**config.mk**
```make
export PLATFORM = sky130hd
export DESIGN_NAME = sound_latch_irq_flat
export DESIGN_NICKNAME = d
export VERILOG_FILES = /design/src/rtl/terracresta_pkg.sv /design/src/rtl/sound_latch_irq_if.sv /design/src/rtl/z80_irq_timer.sv /design/src/rtl/sound_latch_irq.sv /design/src/flat_wrapper.sv
export SDC_FILE = /design/constraint.sdc
export NUM_CORES = 1
export LEC_CHECK = 0
export BUFFER_PORTS_ARGS = -buffer_cell sky130_fd_sc_hd__buf_4
export CAP_MARGIN = 20
export CORE_MARGIN = 3
export CORE_UTILIZATION = 48
export CTS_CLUSTER_SIZE = 20
export DETAILED_ROUTE_END_ITERATION = 7
export PLACE_DENSITY = 0.89
export SLEW_MARGIN = 0
export SYNTH_ARGS = -nofsm -noshare
export SYNTH_HDL_FRONTEND = slang
export SYNTH_SLANG_ARGS = --single-unit
export TNS_END_PERCENT = 1
```
**constraint.sdc**
```tcl
create_clock -name clk_sys -period 1.7 [get_ports clk_sys]
set_clock_uncertainty 0.05 [all_clocks]
set_input_delay 0.17 -clock clk_sys [delete_from_list [all_inputs] [get_ports clk_sys]]
set_output_delay 0.17 -clock clk_sys [all_outputs]
set_load 0.02 [all_outputs]
```
**src/rtl/terracresta_pkg.sv**
```systemverilog
// Shared definitions for the Terra Cresta sound command path: port map, IRQ pacing
// defaults and the 68000-to-Z80 command byte transform.
package terracresta_pkg;

    localparam int IRQ_DIV_DFLT   = 512;
    localparam int IRQ_CNT_W_DFLT = 10;

    localparam logic [7:0] SOUND_LATCH_CLR_PORT = 8'h04;
    localparam logic [7:0] SOUND_LATCH_RD_PORT  = 8'h06;

    typedef struct packed {
        logic [7:0] data;
        logic       full;
    } sound_latch_t;

    localparam sound_latch_t SOUND_LATCH_RST = '{data: 8'h00, full: 1'b0};

    // The board wires D6..D0 onto latch bits 7..1 and ties bit 0 high.
    function automatic logic [7:0] sound_cmd_xform(input logic [7:0] cmd);
        return 8'({cmd, 1'b1});
    endfunction

endpackage

```
**src/rtl/sound_latch_irq_if.sv**
```systemverilog
// Bus bundle between the CPU-side decoders and the sound latch / Z80 IRQ block.
interface sound_latch_irq_if;

    logic       z80_clk_en;
    logic       sound_latch_cs;
    logic       m68k_rw;
    logic       m68k_lds_n;
    logic [7:0] m68k_dout;
    logic       z80_latch_clr_cs;
    logic       z80_latch_r_cs;
    logic       z80_rd_n;
    logic       z80_wr_n;
    logic       z80_m1_n;
    logic       z80_iorq_n;
    logic [7:0] latch_dout;
    logic       latch_oe;
    logic       z80_irq_n;
    logic       latch_full;

    modport slave (
        input  z80_clk_en, sound_latch_cs, m68k_rw, m68k_lds_n, m68k_dout,
        input  z80_latch_clr_cs, z80_latch_r_cs, z80_rd_n, z80_wr_n,
        input  z80_m1_n, z80_iorq_n,
        output latch_dout, latch_oe, z80_irq_n, latch_full
    );

    modport master (
        output z80_clk_en, sound_latch_cs, m68k_rw, m68k_lds_n, m68k_dout,
        output z80_latch_clr_cs, z80_latch_r_cs, z80_rd_n, z80_wr_n,
        output z80_m1_n, z80_iorq_n,
        input  latch_dout, latch_oe, z80_irq_n, latch_full
    );

endinterface

```
**src/rtl/z80_irq_timer.sv**
```systemverilog
// Free-running Z80 IRQ pacer: divides z80_clk_en by IRQ_DIV and holds INT low
// until an M1+IORQ acknowledge; a tick always beats a simultaneous acknowledge.
module z80_irq_timer #(
    parameter int IRQ_DIV = 512,
    parameter int CNT_W   = 10
) (
    input  logic clk_sys,
    input  logic reset_n,
    input  logic z80_clk_en,
    input  logic z80_m1_n,
    input  logic z80_iorq_n,
    output logic z80_irq_n
);

    localparam logic [CNT_W-1:0] CNT_LAST = CNT_W'(IRQ_DIV - 1);

    logic [CNT_W-1:0] cnt_q, cnt_d;
    logic             irq_n_q, irq_n_d;
    logic             tick;
    logic             ack;

    assign tick = z80_clk_en & (cnt_q == CNT_LAST);
    assign ack  = z80_clk_en & ~z80_m1_n & ~z80_iorq_n;

    always_comb begin
        cnt_d   = cnt_q;
        irq_n_d = irq_n_q;
        if (z80_clk_en) begin
            cnt_d = tick ? '0 : cnt_q + CNT_W'(1);
        end
        if (tick) begin
            irq_n_d = 1'b0;
        end else if (ack) begin
            irq_n_d = 1'b1;
        end
    end

    always_ff @(posedge clk_sys or negedge reset_n) begin
        if (!reset_n) begin
            cnt_q   <= '0;
            irq_n_q <= 1'b1;
        end else begin
            cnt_q   <= cnt_d;
            irq_n_q <= irq_n_d;
        end
    end

    assign z80_irq_n = irq_n_q;

endmodule

```
**src/rtl/sound_latch_irq.sv**
```systemverilog
// 68000-to-Z80 sound command latch with one capture per 68000 write cycle,
// Z80-side clear/read, and the periodic Z80 IRQ that paces the sound driver.
module sound_latch_irq #(
    parameter int IRQ_DIV = terracresta_pkg::IRQ_DIV_DFLT,
    parameter int CNT_W   = terracresta_pkg::IRQ_CNT_W_DFLT
) (
    input  logic             clk_sys,
    input  logic             reset_n,
    sound_latch_irq_if.slave bus
);

    import terracresta_pkg::*;

    logic         wr_act;
    logic         wr_act_q, wr_act_d;
    logic         wr_edge;
    logic         z80_clr;
    sound_latch_t latch_q, latch_d;

    assign wr_act  = bus.sound_latch_cs & ~bus.m68k_rw & ~bus.m68k_lds_n;
    assign wr_edge = wr_act & ~wr_act_q;
    assign z80_clr = bus.z80_clk_en & bus.z80_latch_clr_cs & ~bus.z80_wr_n;

    // A fresh 68000 command must never be lost to a coincident Z80 clear.
    always_comb begin
        wr_act_d = wr_act;
        latch_d  = latch_q;
        if (wr_edge) begin
            latch_d.data = sound_cmd_xform(bus.m68k_dout);
            latch_d.full = 1'b1;
        end else if (z80_clr) begin
            latch_d = SOUND_LATCH_RST;
        end
    end

    always_ff @(posedge clk_sys or negedge reset_n) begin
        if (!reset_n) begin
            wr_act_q <= 1'b0;
            latch_q  <= SOUND_LATCH_RST;
        end else begin
            wr_act_q <= wr_act_d;
            latch_q  <= latch_d;
        end
    end

    assign bus.latch_dout = latch_q.data;
    assign bus.latch_full = latch_q.full;
    assign bus.latch_oe   = bus.z80_latch_r_cs & ~bus.z80_rd_n;

    z80_irq_timer #(
        .IRQ_DIV (IRQ_DIV),
        .CNT_W   (CNT_W)
    ) u_irq_timer (
        .clk_sys    (clk_sys),
        .reset_n    (reset_n),
        .z80_clk_en (bus.z80_clk_en),
        .z80_m1_n   (bus.z80_m1_n),
        .z80_iorq_n (bus.z80_iorq_n),
        .z80_irq_n  (bus.z80_irq_n)
    );

endmodule
```
**src/flat_wrapper.sv**
```systemverilog
// flat-port wrapper written by rule: the top's interface ports become plain ports
module sound_latch_irq_flat import terracresta_pkg::*;
#(
    parameter int IRQ_DIV = terracresta_pkg::IRQ_DIV_DFLT,
    parameter int CNT_W   = terracresta_pkg::IRQ_CNT_W_DFLT
)
  (clk_sys, reset_n, bus_z80_clk_en, bus_sound_latch_cs, bus_m68k_rw, bus_m68k_lds_n, bus_m68k_dout, bus_z80_latch_clr_cs, bus_z80_latch_r_cs, bus_z80_rd_n, bus_z80_wr_n, bus_z80_m1_n, bus_z80_iorq_n, bus_latch_dout, bus_latch_oe, bus_z80_irq_n, bus_latch_full);
  sound_latch_irq_if bus_i ();
  input  logic clk_sys;
  input  logic reset_n;
  input wire logic [$bits(bus_i.z80_clk_en)-1:0] bus_z80_clk_en;
  input wire logic [$bits(bus_i.sound_latch_cs)-1:0] bus_sound_latch_cs;
  input wire logic [$bits(bus_i.m68k_rw)-1:0] bus_m68k_rw;
  input wire logic [$bits(bus_i.m68k_lds_n)-1:0] bus_m68k_lds_n;
  input wire logic [$bits(bus_i.m68k_dout)-1:0] bus_m68k_dout;
  input wire logic [$bits(bus_i.z80_latch_clr_cs)-1:0] bus_z80_latch_clr_cs;
  input wire logic [$bits(bus_i.z80_latch_r_cs)-1:0] bus_z80_latch_r_cs;
  input wire logic [$bits(bus_i.z80_rd_n)-1:0] bus_z80_rd_n;
  input wire logic [$bits(bus_i.z80_wr_n)-1:0] bus_z80_wr_n;
  input wire logic [$bits(bus_i.z80_m1_n)-1:0] bus_z80_m1_n;
  input wire logic [$bits(bus_i.z80_iorq_n)-1:0] bus_z80_iorq_n;
  output wire logic [$bits(bus_i.latch_dout)-1:0] bus_latch_dout;
  output wire logic [$bits(bus_i.latch_oe)-1:0] bus_latch_oe;
  output wire logic [$bits(bus_i.z80_irq_n)-1:0] bus_z80_irq_n;
  output wire logic [$bits(bus_i.latch_full)-1:0] bus_latch_full;
  assign bus_i.z80_clk_en = bus_z80_clk_en;
  assign bus_i.sound_latch_cs = bus_sound_latch_cs;
  assign bus_i.m68k_rw = bus_m68k_rw;
  assign bus_i.m68k_lds_n = bus_m68k_lds_n;
  assign bus_i.m68k_dout = bus_m68k_dout;
  assign bus_i.z80_latch_clr_cs = bus_z80_latch_clr_cs;
  assign bus_i.z80_latch_r_cs = bus_z80_latch_r_cs;
  assign bus_i.z80_rd_n = bus_z80_rd_n;
  assign bus_i.z80_wr_n = bus_z80_wr_n;
  assign bus_i.z80_m1_n = bus_z80_m1_n;
  assign bus_i.z80_iorq_n = bus_z80_iorq_n;
  assign bus_latch_dout = bus_i.latch_dout;
  assign bus_latch_oe = bus_i.latch_oe;
  assign bus_z80_irq_n = bus_i.z80_irq_n;
  assign bus_latch_full = bus_i.latch_full;
  sound_latch_irq #(.IRQ_DIV(IRQ_DIV), .CNT_W(CNT_W)) u_core (.clk_sys(clk_sys), .reset_n(reset_n), .bus(bus_i));
endmodule
```
==> out/summary.json, run 1 <==
{
  "share_clk_of_total_power": 0.192,
  "timing.final.hold_violations": 0,
  "setup_total_negative_slack_ps": 0,
  "maxClockFrequency_mhz": 635.2,
  "max_slew_margin": 0.5609,
  "floorplan.io_pins": 31,
  "clock_pin_transition_on_the_worst_setup_and_hold_timing_paths_ps": 110,
  "cts_max_level": 1,
  "clock_latency_of_the_later_clocked_register_in_the_worst_skew_pair_ps": 290,
  "result_of_the_run": "complete, no violations",
  "synth.lib_cells_used.distinct": 31,
  "cts_inserted_buffers": 3,
  "floorplan.initialDensity": 0.5207,
  "clock-sinks": 20,
  "grt_max_degree": 21,
  "first_global_vias": 803,
  "postSynthAreaPerCell_um2": 10.32,
  "avgViaCountPerCell": 5.148,
  "setup_bufs_post_cts": 0,
  "yosys_register_bits": 20,
  "data_required_time_at_the_worst_endpoint_ps": 1790,
  "layout_worst_path_cycle_share": 0.9261,
  "final_core_utilization": 0.6849,
  "die_w_um": 49.98,
  "postSynthCellCount": 90,
  "hold_depth": 3,
  "worst_r2r_path_depth": 4,
  "ys.flop_type": "dfrtp_1",
  "sw_frac_of_total": 0.3229,
  "synth-edff-count": 0,
  "clock_tree.root_cell": "clkbuf_4",
  "p_leak_uw": 0.0005579,
  "core_um2": 1783,
  "worst-setup-path-type": "primary input to flip-flop",
  "wl_per_cell_um": 12.34,
  "place_inst": 142,
  "finalWeightedCongestion": 0.8432,
  "hp-class": "primary input to flip-flop",
  "drt_drc_violations_left": 0,
  "critPathLaunchType": "primary input",
  "vdd_drop_max_mv": 0.6290,
  "yosys_warnings": 0,
  "rsz0062_at_grt": "false",
  "fraction_of_registers_with_async_set_or_reset_after_synthesis": 1.000,
  "dp_hpwl_um": 1394,
  "wire_length_of_the_first_global_routing_pass_um": 3318,
  "via_count": 767,
  "report.final.slew_viol_count": 0,
  "drt_first_pass_iters": 4,
  "power_switching_uw": 377.0,
  "drive_gt1_frac": 0.3145,
  "critical_path.max_fanout": 15,
  "gr-usage-all-layers": 0.1739,
  "timing.max_cap.violations": 0,
  "arrival_ps": 1670,
  "layout_overhead_on_the_synthesized_area_pct": 31.54,
  "area_of_the_die_um2": 2498,
  "final.hold.worst_slack_ps": 29.08,
  "synth_seq_area_share": 0.5404,
  "routed_wl_um": 1838,
  "number_of_nets_in_the_synthesized_netlist": 111,
  "cts_buffer_depth": 2,
  "global_route.overflow_total": 0,
  "cts_hold_buf": 3,
  "synth_largest_type_area_fraction": 0.5121,
  "nets": 146,
  "timing.final.crit_period_ps": 1574,
  "post_cts_resized": 0,
  "seq_power_share": 0.562,
  "power.share.combinational": 0.246,
  "synth_largest_area_cell": "dfrtp_1",
  "chipHeight_um": 49.98,
  "worst_pin_slew_ps": 655.9,
  "setup_viol_count_final": 0,
  "crit_path_end_kind": "flip-flop",
  "synthTopCellsByCount": "19 x dfrtp_1, 19 x nand2_1, 8 x o21ai_0, 5 x nor2_1, 4 x inv_1",
  "ys_top_cells_by_area": "dfrtp_1 51%, nand2_1 7.7%, o21ai_0 4.3%",
  "antenna_left": 0,
  "portBuffers": 29,
  "number_of_antenna_violations_at_the_first_check_in_global_routing": 0,
  "finish.cell_count_without_fillers": 149,
  "antenna_cells": 0,
  "cts_tree": "yes",
  "detail_route.iter0.violations": 7,
  "power_per_cell_area_nw_per_um2": 956.2,
  "internal-power_uw": 790.7,
  "syn-cell-area_um2": 928.4,
  "placementRows": 15
}
-- kinds of logic after synthesis --
logic type,after synthesis,synth area share
XOR/XNOR,5,0.04718
AND/OR/NAND/NOR,41,0.2574
multiplexers,1,0.01078
buffers and inverters,7,0.03772
adder cells (fa/ha/maj),1,0.01347
AO/OA/AOI/OAI,15,0.09300
flip-flops,20,0.5404
-- cell type report --
class                   instances  area [um^2]
fillers                       130        561.8
inverters                       4        15.01
repair buffers                 33        255.2
multi-input cells              63        391.6
clock buffers                   4        26.28
well taps                      25        31.28
flip-flops and latches         20        501.7
-- stage by stage --
stage / setup WS [ps] / cell area, um^2 / total power, uW
after global routing: 2.817 / 1221 / 1249
after floorplan: 364.9 / 928.4 / 820.1
after CTS: 119.8 / 1221 / 1176
after global placement: 330.7 / 1165 / 931.1
after detailed placement: 276.2 / 1165 / 947.5
final: 125.6 / 1221 / 1168
-- power by group through the flow --
stage	clock network, uW	registers, uW	logic [uW]
6_report	224	657	287
5_1_grt	261	668	321
4_1_cts	231	655	289
3_5_place_dp	0	664	284
3_3_place_gp	0	656	275
2_1_floorplan	0	676	144
-- worst max-delay path, cell delays in order --
cell	delay (ps)
dlygate4sd3_1	540
buf_4	140
nor4b_4	610
o21ai_0	210
-- cell usage in the layout, fill, tap and decap left out, drive strengths merged, types with 2 or more instances in the layout --
cell,synthesis,final
dlygate4sd3,0,3
clkbuf,0,4
nand4,4,4
inv,4,4
xnor2,3,3
nor2,5,5
a21oi,2,2
buf,3,30
nand2,20,20
dfrtp,19,19
xor2,2,2
o21ai,9,9
nand3,3,3
-- path summary, 6_finish.rpt --
| path | startpoint | to | slack (ps) |
|---|---|---|---|
| worst max-delay path | bus_m68k_rw | u_core.bus.latch_dout[4] | 130 |
| worst min-delay path | bus_m68k_dout[2] | u_core.bus.latch_dout[3] | 30 |
| worst max register to register | u_core.u_irq_timer.cnt_q[1] | u_core.u_irq_timer.cnt_q[1] | 240 |
| worst min register to register | u_core.bus.latch_dout[0] | u_core.bus.latch_dout[0] | 460 |
| max in group asynchronous | reset_n | u_core.u_irq_timer.z80_irq_n | 1100 |
| min in group asynchronous | reset_n | u_core.u_irq_timer.cnt_q[3] | 230 |
-- metal layers --
metal  vias up  track usage  share of wire
met1       356       0.2135           0.43
met3         5      0.04230          0.059
met4         0      0.07834          0.015
met5         -            0              0
li1        377            -              -
met2        29       0.2848           0.50
-- flip-flops by register name, indices dropped and copies added (netlist names) --
register and count:
u_core.u_irq_timer.cnt_q 10, u_core.wr_act_q 1, u_core.u_irq_timer.z80_irq_n 1, u_core.bus.latch_dout 8
(Power assumes the default switching activity.)
==> run 2, diff against run 1 <==
--- a/config.mk
+++ b/config.mk
@@ -11,7 +11,7 @@
 export CORE_UTILIZATION = 48
 export CTS_CLUSTER_SIZE = 20
 export DETAILED_ROUTE_END_ITERATION = 7
-export PLACE_DENSITY = 0.89
+export PLACE_DENSITY = 0.88
 export SLEW_MARGIN = 0
 export SYNTH_ARGS = -nofsm -noshare
 export SYNTH_HDL_FRONTEND = slang
==> run 2 against run 1 <==
Via count down 0.26%. Global-route usage rose by 0.59 points. Non-clock buffer count increased by 1. Largest power group unchanged.
==> out/summary.json, run 2 (synthesis results as in run 1) <==
{
  "result_of_the_run": "complete, no violations",
  "report.final.slew_viol_count": 0,
  "layout_worst_path_cycle_share": 0.9022,
  "sw_frac_of_total": 0.2958,
  "detail_route.iter0.violations": 8,
  "final_instance_area_um2": 1257,
  "clock_latency_of_the_later_clocked_register_in_the_worst_skew_pair_ps": 310,
  "wl_per_cell_um": 12.40,
  "power_switching_uw": 394.9,
  "critical_path.max_fanout": 15,
  "global_route.overflow_total": 0,
  "worst_pin_slew_ps": 631.6,
  "drt_drc_violations_left": 0,
  "timing.max_cap.violations": 0,
  "crit_path_end_kind": "flip-flop",
  "setup_total_negative_slack_ps": 0,
  "layout_common_cells": "30 x buf_4, 19 x nand2_1, 19 x dfrtp_1, 8 x o21ai_0, 5 x nor2_1",
  "maxClockFrequency_mhz": 652.0,
  "regMostFlops": "u_core.u_irq_timer.cnt_q",
  "portBuffers": 29,
  "timing.final.crit_period_ps": 1534,
  "min_to": "u_core.bus.latch_dout[4]",
  "placementRows": 15,
  "critPathLaunchType": "primary input",
  "gr-usage-all-layers": 0.1798,
  "floorplan.io_pins": 31,
  "internal-power_uw": 940.0,
  "setup_viol_count_final": 0,
  "reg2reg_setup_slack_ps": 290,
  "data_required_time_at_the_worst_endpoint_ps": 1820,
  "finish.cell_count_without_fillers": 150,
  "place_inst": 142,
  "nets": 147,
  "r2r-start": "u_core.u_irq_timer.cnt_q[1]",
  "number_of_antenna_violations_at_the_first_check_in_global_routing": 0,
  "worst-setup-path-type": "primary input to flip-flop",
  "max_reg_flops": 10,
  "arrival_ps": 1650,
  "share_clk_of_total_power": 0.291,
  "layout_overhead_on_the_synthesized_area_pct": 35.45,
  "dp_hpwl_um": 1412,
  "dpl_cell_area_um2": 1165,
  "hp-class": "primary input to flip-flop",
  "cts_buffer_depth": 2,
  "worst_r2r_path_depth": 4,
  "routed_wl_um": 1860,
  "clock_pin_transition_on_the_worst_setup_and_hold_timing_paths_ps": 110,
  "via_count": 765,
  "antenna_left": 0,
  "worst_path_cell_trace": "dlygate4sd3_1, buf_4, nor4b_4, o21ai_0",
  "timing.final.hold_violations": 0,
  "stage_delay_of_the_slowest_cell_on_the_critical_path_ps": 590,
  "finalWeightedCongestion": 0.8177,
  "chipHeight_um": 49.98,
  "drt_first_pass_iters": 4,
  "area_of_the_die_um2": 2498,
  "avgViaCountPerCell": 5.100,
  "wire_length_of_the_first_global_routing_pass_um": 3339,
  "power.share.combinational": 0.218,
  "antenna_cells": 0,
  "p_leak_uw": 0.0005750,
  "floorplan.initialDensity": 0.5207,
  "seq_power_share": 0.491,
  "hold_depth": 3,
  "mostFrequentLayoutCell": "buf_4",
  "die_w_um": 49.98,
  "timing.hold.worst.start": "bus_m68k_dout[3]",
  "clock-sinks": 20,
  "core_um2": 1783,
  "cpMaxStageDelayCell": "nor4b_4",
  "max_slew_margin": 0.5771,
  "cts_tree": "yes",
  "cts_max_level": 1,
  "vdd_drop_max_mv": 0.6039,
  "cts_inserted_buffers": 3,
  "clock_tree.root_cell": "clkbuf_4",
  "drive_gt1_frac": 0.3200,
  "endpoint_of_the_worst_register_to_register_path": "u_core.u_irq_timer.cnt_q[1]",
  "grt_max_degree": 21,
  "first_global_vias": 728,
  "rsz0062_at_grt": "false",
  "power_per_cell_area_nw_per_um2": 1062
}
-- run 2: critical path: cells and delay by family --
kind / cells / cell delay, ps
AOI/OAI and AO/OA: 1 / 210
buffers and inverters: 2 / 670
and+or+nand+nor: 1 / 590
-- run 2: worst max path at each step --
stage | slack, ps | start | to | cells past startpoint
after floorplan | 360 | u_core.u_irq_timer.cnt_q[0] | u_core.u_irq_timer.cnt_q[1] | 4
after global placement | 330 | u_core.u_irq_timer.cnt_q[0] | u_core.u_irq_timer.cnt_q[1] | 4
after detailed placement | 300 | u_core.u_irq_timer.cnt_q[1] | u_core.u_irq_timer.cnt_q[1] | 4
after CTS | 220 | bus_m68k_rw | u_core.bus.latch_dout[3] | 4
after global routing | 30 | bus_m68k_rw | u_core.bus.latch_dout[3] | 5
final | 170 | bus_m68k_rw | u_core.bus.latch_dout[5] | 4
-- run 2: stage by stage --
| step | hold WS (ps) | utilization | worst slack, ps | total power (uW) |
|---|---|---|---|---|
| after floorplan | -175.6 | - | 364.9 | 820.1 |
| after global routing | 4.448 | 0.7053 | 32.31 | 1417 |
| after detailed placement | 9.850 | 0.6533 | 295.5 | 947.8 |
| after CTS | 4.036 | 0.7053 | 216.7 | 1342 |
| final | 7.566 | 0.7053 | 166.3 | 1335 |
| after global placement | 8.162 | 0.6533 | 329.6 | 931.2 |
-- run 2: routing by layer --
layer  GRT usage  wire, um  share of wire
met1      0.2144       766           0.41
met5           0         0              0
met2      0.2826       913           0.49
met3     0.08761       160          0.086
met4     0.05530        20          0.011
-- run 2: area by class of cell --
| class | count | area (um^2) |
|---|---|---|
| fill | 127 | 525.5 |
| inverter | 4 | 15.01 |
| clock buffer | 3 | 22.52 |
| multi-input combinational | 63 | 391.6 |
| sequential | 20 | 501.7 |
| tap | 25 | 31.28 |
| timing repair buffer | 34 | 265.3 |
| clock inverter | 1 | 30.03 |
-- run 2: timing repair --
item / in CTS / in global routing
hold buffers: 4 / 0
hold endpoints to repair: 22 / 0
buffers inserted: 0 / 0
gates resized for setup: 0 / 0
setup endpoints to repair: 0 / 0
-- run 2: power by group through the flow --
stage	sequential, uW	combinational [uW]	clock [uW]
2_1_floorplan	676	144	0
3_3_place_gp	656	275	0
3_5_place_dp	660	288	0
4_1_cts	654	293	395
5_1_grt	670	325	422
6_report	656	290	389
==> run 3, diff against run 2 <==
--- a/config.mk
+++ b/config.mk
@@ -8,10 +8,10 @@
 export BUFFER_PORTS_ARGS = -buffer_cell sky130_fd_sc_hd__buf_4
 export CAP_MARGIN = 20
 export CORE_MARGIN = 3
-export CORE_UTILIZATION = 48
+export CORE_UTILIZATION = 52
 export CTS_CLUSTER_SIZE = 20
 export DETAILED_ROUTE_END_ITERATION = 7
-export PLACE_DENSITY = 0.88
+export PLACE_DENSITY = 0.93
 export SLEW_MARGIN = 0
 export SYNTH_ARGS = -nofsm -noshare
 export SYNTH_HDL_FRONTEND = slang
==> constraint.sdc (replaced) <==
create_clock -name clk_sys -period 1.8 [get_ports clk_sys]
set_clock_uncertainty 0.05 [all_clocks]
set_input_delay 0.18 -clock clk_sys [delete_from_list [all_inputs] [get_ports clk_sys]]
set_output_delay 0.18 -clock clk_sys [all_outputs]
set_load 0.01 [all_outputs]
==> run 3 against run 2 <==
Sequential share of layout area up 2.2 points. Non-clock buffer count shrank 4. Sequential power decreased by 5.2%. Power is 18% lower. Via count rose by 0.92%. Worst hold slack improved by 3.9 ps. Final cell count is 3.3% lower. Die area is 6.8% lower. Global-route usage rose by 2.0 points. Clock-buffer cell count is 1 higher. Combinational power down 12%. Critical path depth unchanged. Largest cell class unchanged. Largest power group unchanged.
==> out/summary.json, run 3 (synthesis results as in run 1) <==
{
  "routed_wl_um": 1984,
  "global_route.overflow_total": 0,
  "worst-setup-path-type": "flip-flop to flip-flop",
  "endpoint_of_the_worst_register_to_register_path": "u_core.u_irq_timer.cnt_q[1]",
  "first_global_vias": 743,
  "setup_viol_count_final": 0,
  "nets": 143,
  "gr-usage-all-layers": 0.2000,
  "timing.hold.worst.start": "bus_m68k_rw",
  "mostFrequentLayoutCell": "buf_4",
  "final.hold.worst_slack_ps": 11.46,
  "worstSetupStartpoint": "u_core.u_irq_timer.cnt_q[1]",
  "drive_gt1_frac": 0.3140,
  "cts_tree": "yes",
  "setup_ws_ps": 169.1,
  "maxClockFrequency_mhz": 613.2,
  "clock_latency_of_the_later_clocked_register_in_the_worst_skew_pair_ps": 290,
  "reg2reg_setup_slack_ps": 170,
  "timing.final.hold_violations": 0,
  "p_leak_uw": 0.0005432,
  "antenna_left": 0,
  "fin_total_pwr_uw": 1089,
  "clock_pin_transition_on_the_worst_setup_and_hold_timing_paths_ps": 110,
  "vdd_drop_max_mv": 0.6243,
  "max_slew_margin": 0.5621,
  "detail_route.iter0.violations": 10,
  "worst_pin_slew_ps": 654.1,
  "layout_common_cells": "29 x buf_4, 19 x nand2_1, 19 x dfrtp_1, 8 x o21ai_0, 5 x nor2_1",
  "portBuffers": 29,
  "setup_bufs_post_cts": 0,
  "wl_per_cell_um": 13.68,
  "drt_drc_violations_left": 0,
  "hold_depth": 2,
  "crit_path_end_kind": "flip-flop",
  "timing.final.crit_period_ps": 1631,
  "setup_total_negative_slack_ps": 0,
  "placementRows": 14,
  "timing.max_cap.violations": 0,
  "number_of_antenna_violations_at_the_first_check_in_global_routing": 0,
  "worst_r2r_path_depth": 4,
  "regMostFlops": "u_core.u_irq_timer.cnt_q",
  "arrival_ps": 1740,
  "hp-class": "primary input to flip-flop",
  "antenna_cells": 0,
  "cts_buffer_depth": 2,
  "layout_worst_path_cycle_share": 0.9061,
  "via_count": 772,
  "r2r-start": "u_core.u_irq_timer.cnt_q[1]",
  "finalWeightedCongestion": 0.8016,
  "floorplan.initialDensity": 0.5824,
  "dp_hpwl_um": 1551,
  "max_reg_flops": 10,
  "cts_max_level": 1,
  "clock_tree.root_cell": "clkbuf_4",
  "report.final.slew_viol_count": 0,
  "power_per_cell_area_nw_per_um2": 913.5,
  "cts_inserted_buffers": 3,
  "min_to": "u_core.wr_act_q",
  "clock-sinks": 20,
  "drt_first_pass_iters": 4,
  "area_of_the_die_um2": 2329,
  "critical_path.max_fanout": 6,
  "rsz0062_at_grt": "false",
  "grt_max_degree": 21,
  "pre_cts_slack_ps": 198.1,
  "result_of_the_run": "complete, no violations",
  "post_cts_resized": 0,
  "wire_length_of_the_first_global_routing_pass_um": 3222,
  "floorplan.io_pins": 31,
  "die_w_um": 48.26,
  "avgViaCountPerCell": 5.324,
  "data_required_time_at_the_worst_endpoint_ps": 1910,
  "layout_overhead_on_the_synthesized_area_pct": 28.44,
  "core_um2": 1594,
  "critPathLaunchType": "flip-flop",
  "chipHeight_um": 48.26
}
## run 3: cell types whose count changed in the layout (fill, tap and decap cells not counted), sizes merged
cell	delta
bufinv	-1
buf	-1
clkbuf	+1
dlygate4sd3	-3
## run 3: worst max path at each step
| stage | end | cells past startpoint | slack [ps] |
|---|---|---|---|
| after detailed placement | u_core.u_irq_timer.cnt_q[1] | 4 | 200 |
| final | u_core.u_irq_timer.cnt_q[1] | 4 | 170 |
| after global routing | u_core.u_irq_timer.cnt_q[1] | 4 | 60 |
| after global placement | u_core.u_irq_timer.cnt_q[1] | 4 | 310 |
| after floorplan | u_core.u_irq_timer.cnt_q[1] | 4 | 460 |
| after CTS | u_core.u_irq_timer.cnt_q[1] | 4 | 180 |
## run 3: layer usage
layer  vias up  wire length, um  GRT usage
li1        372                -          -
met1       358              809     0.2448
met2        38              994     0.3333
met3         4              149    0.04428
met4         0               30    0.09140
met5         -                0          0
## run 3: layout make-up
| type | count | area (um^2) |
|---|---|---|
| Sequential cell | 20 | 501.7 |
| Fill cell | 118 | 401.6 |
| Multi-Input combinational cell | 63 | 391.6 |
| Timing Repair Buffer | 30 | 227.7 |
| Tap cell | 24 | 30.03 |
| Clock buffer | 4 | 26.28 |
| Inverter | 4 | 15.01 |
## run 3: report_power, final
part	internal (uW)	total [uW]	switching, uW
registers	529	622	92.8
clock network	86.0	213	127
logic	128	254	126
total	743	1090	346
## run 3: what timing repair did
| item | 4_1_cts | 5_1_grt |
|---|---|---|
| hold endpoints to repair | 20 | 0 |
| setup endpoints to repair | 0 | 0 |
| hold buffers | 1 | 0 |
## run 3: critical path: stages, from the launching register on
cell and delay, ps:
dfrtp_1 410, ha_1 220, nand4_1 280, nor3_2 420, o22ai_1 140
## run 3: stage by stage
step                instances  instance area, um^2    util
floorplan                  90                928.4       -
global placement          140                 1156  0.7253
detailed placement        140                 1156  0.7253
CTS                       145                 1192  0.7480
global route              145                 1192  0.7480
finish                    145                 1192  0.7480
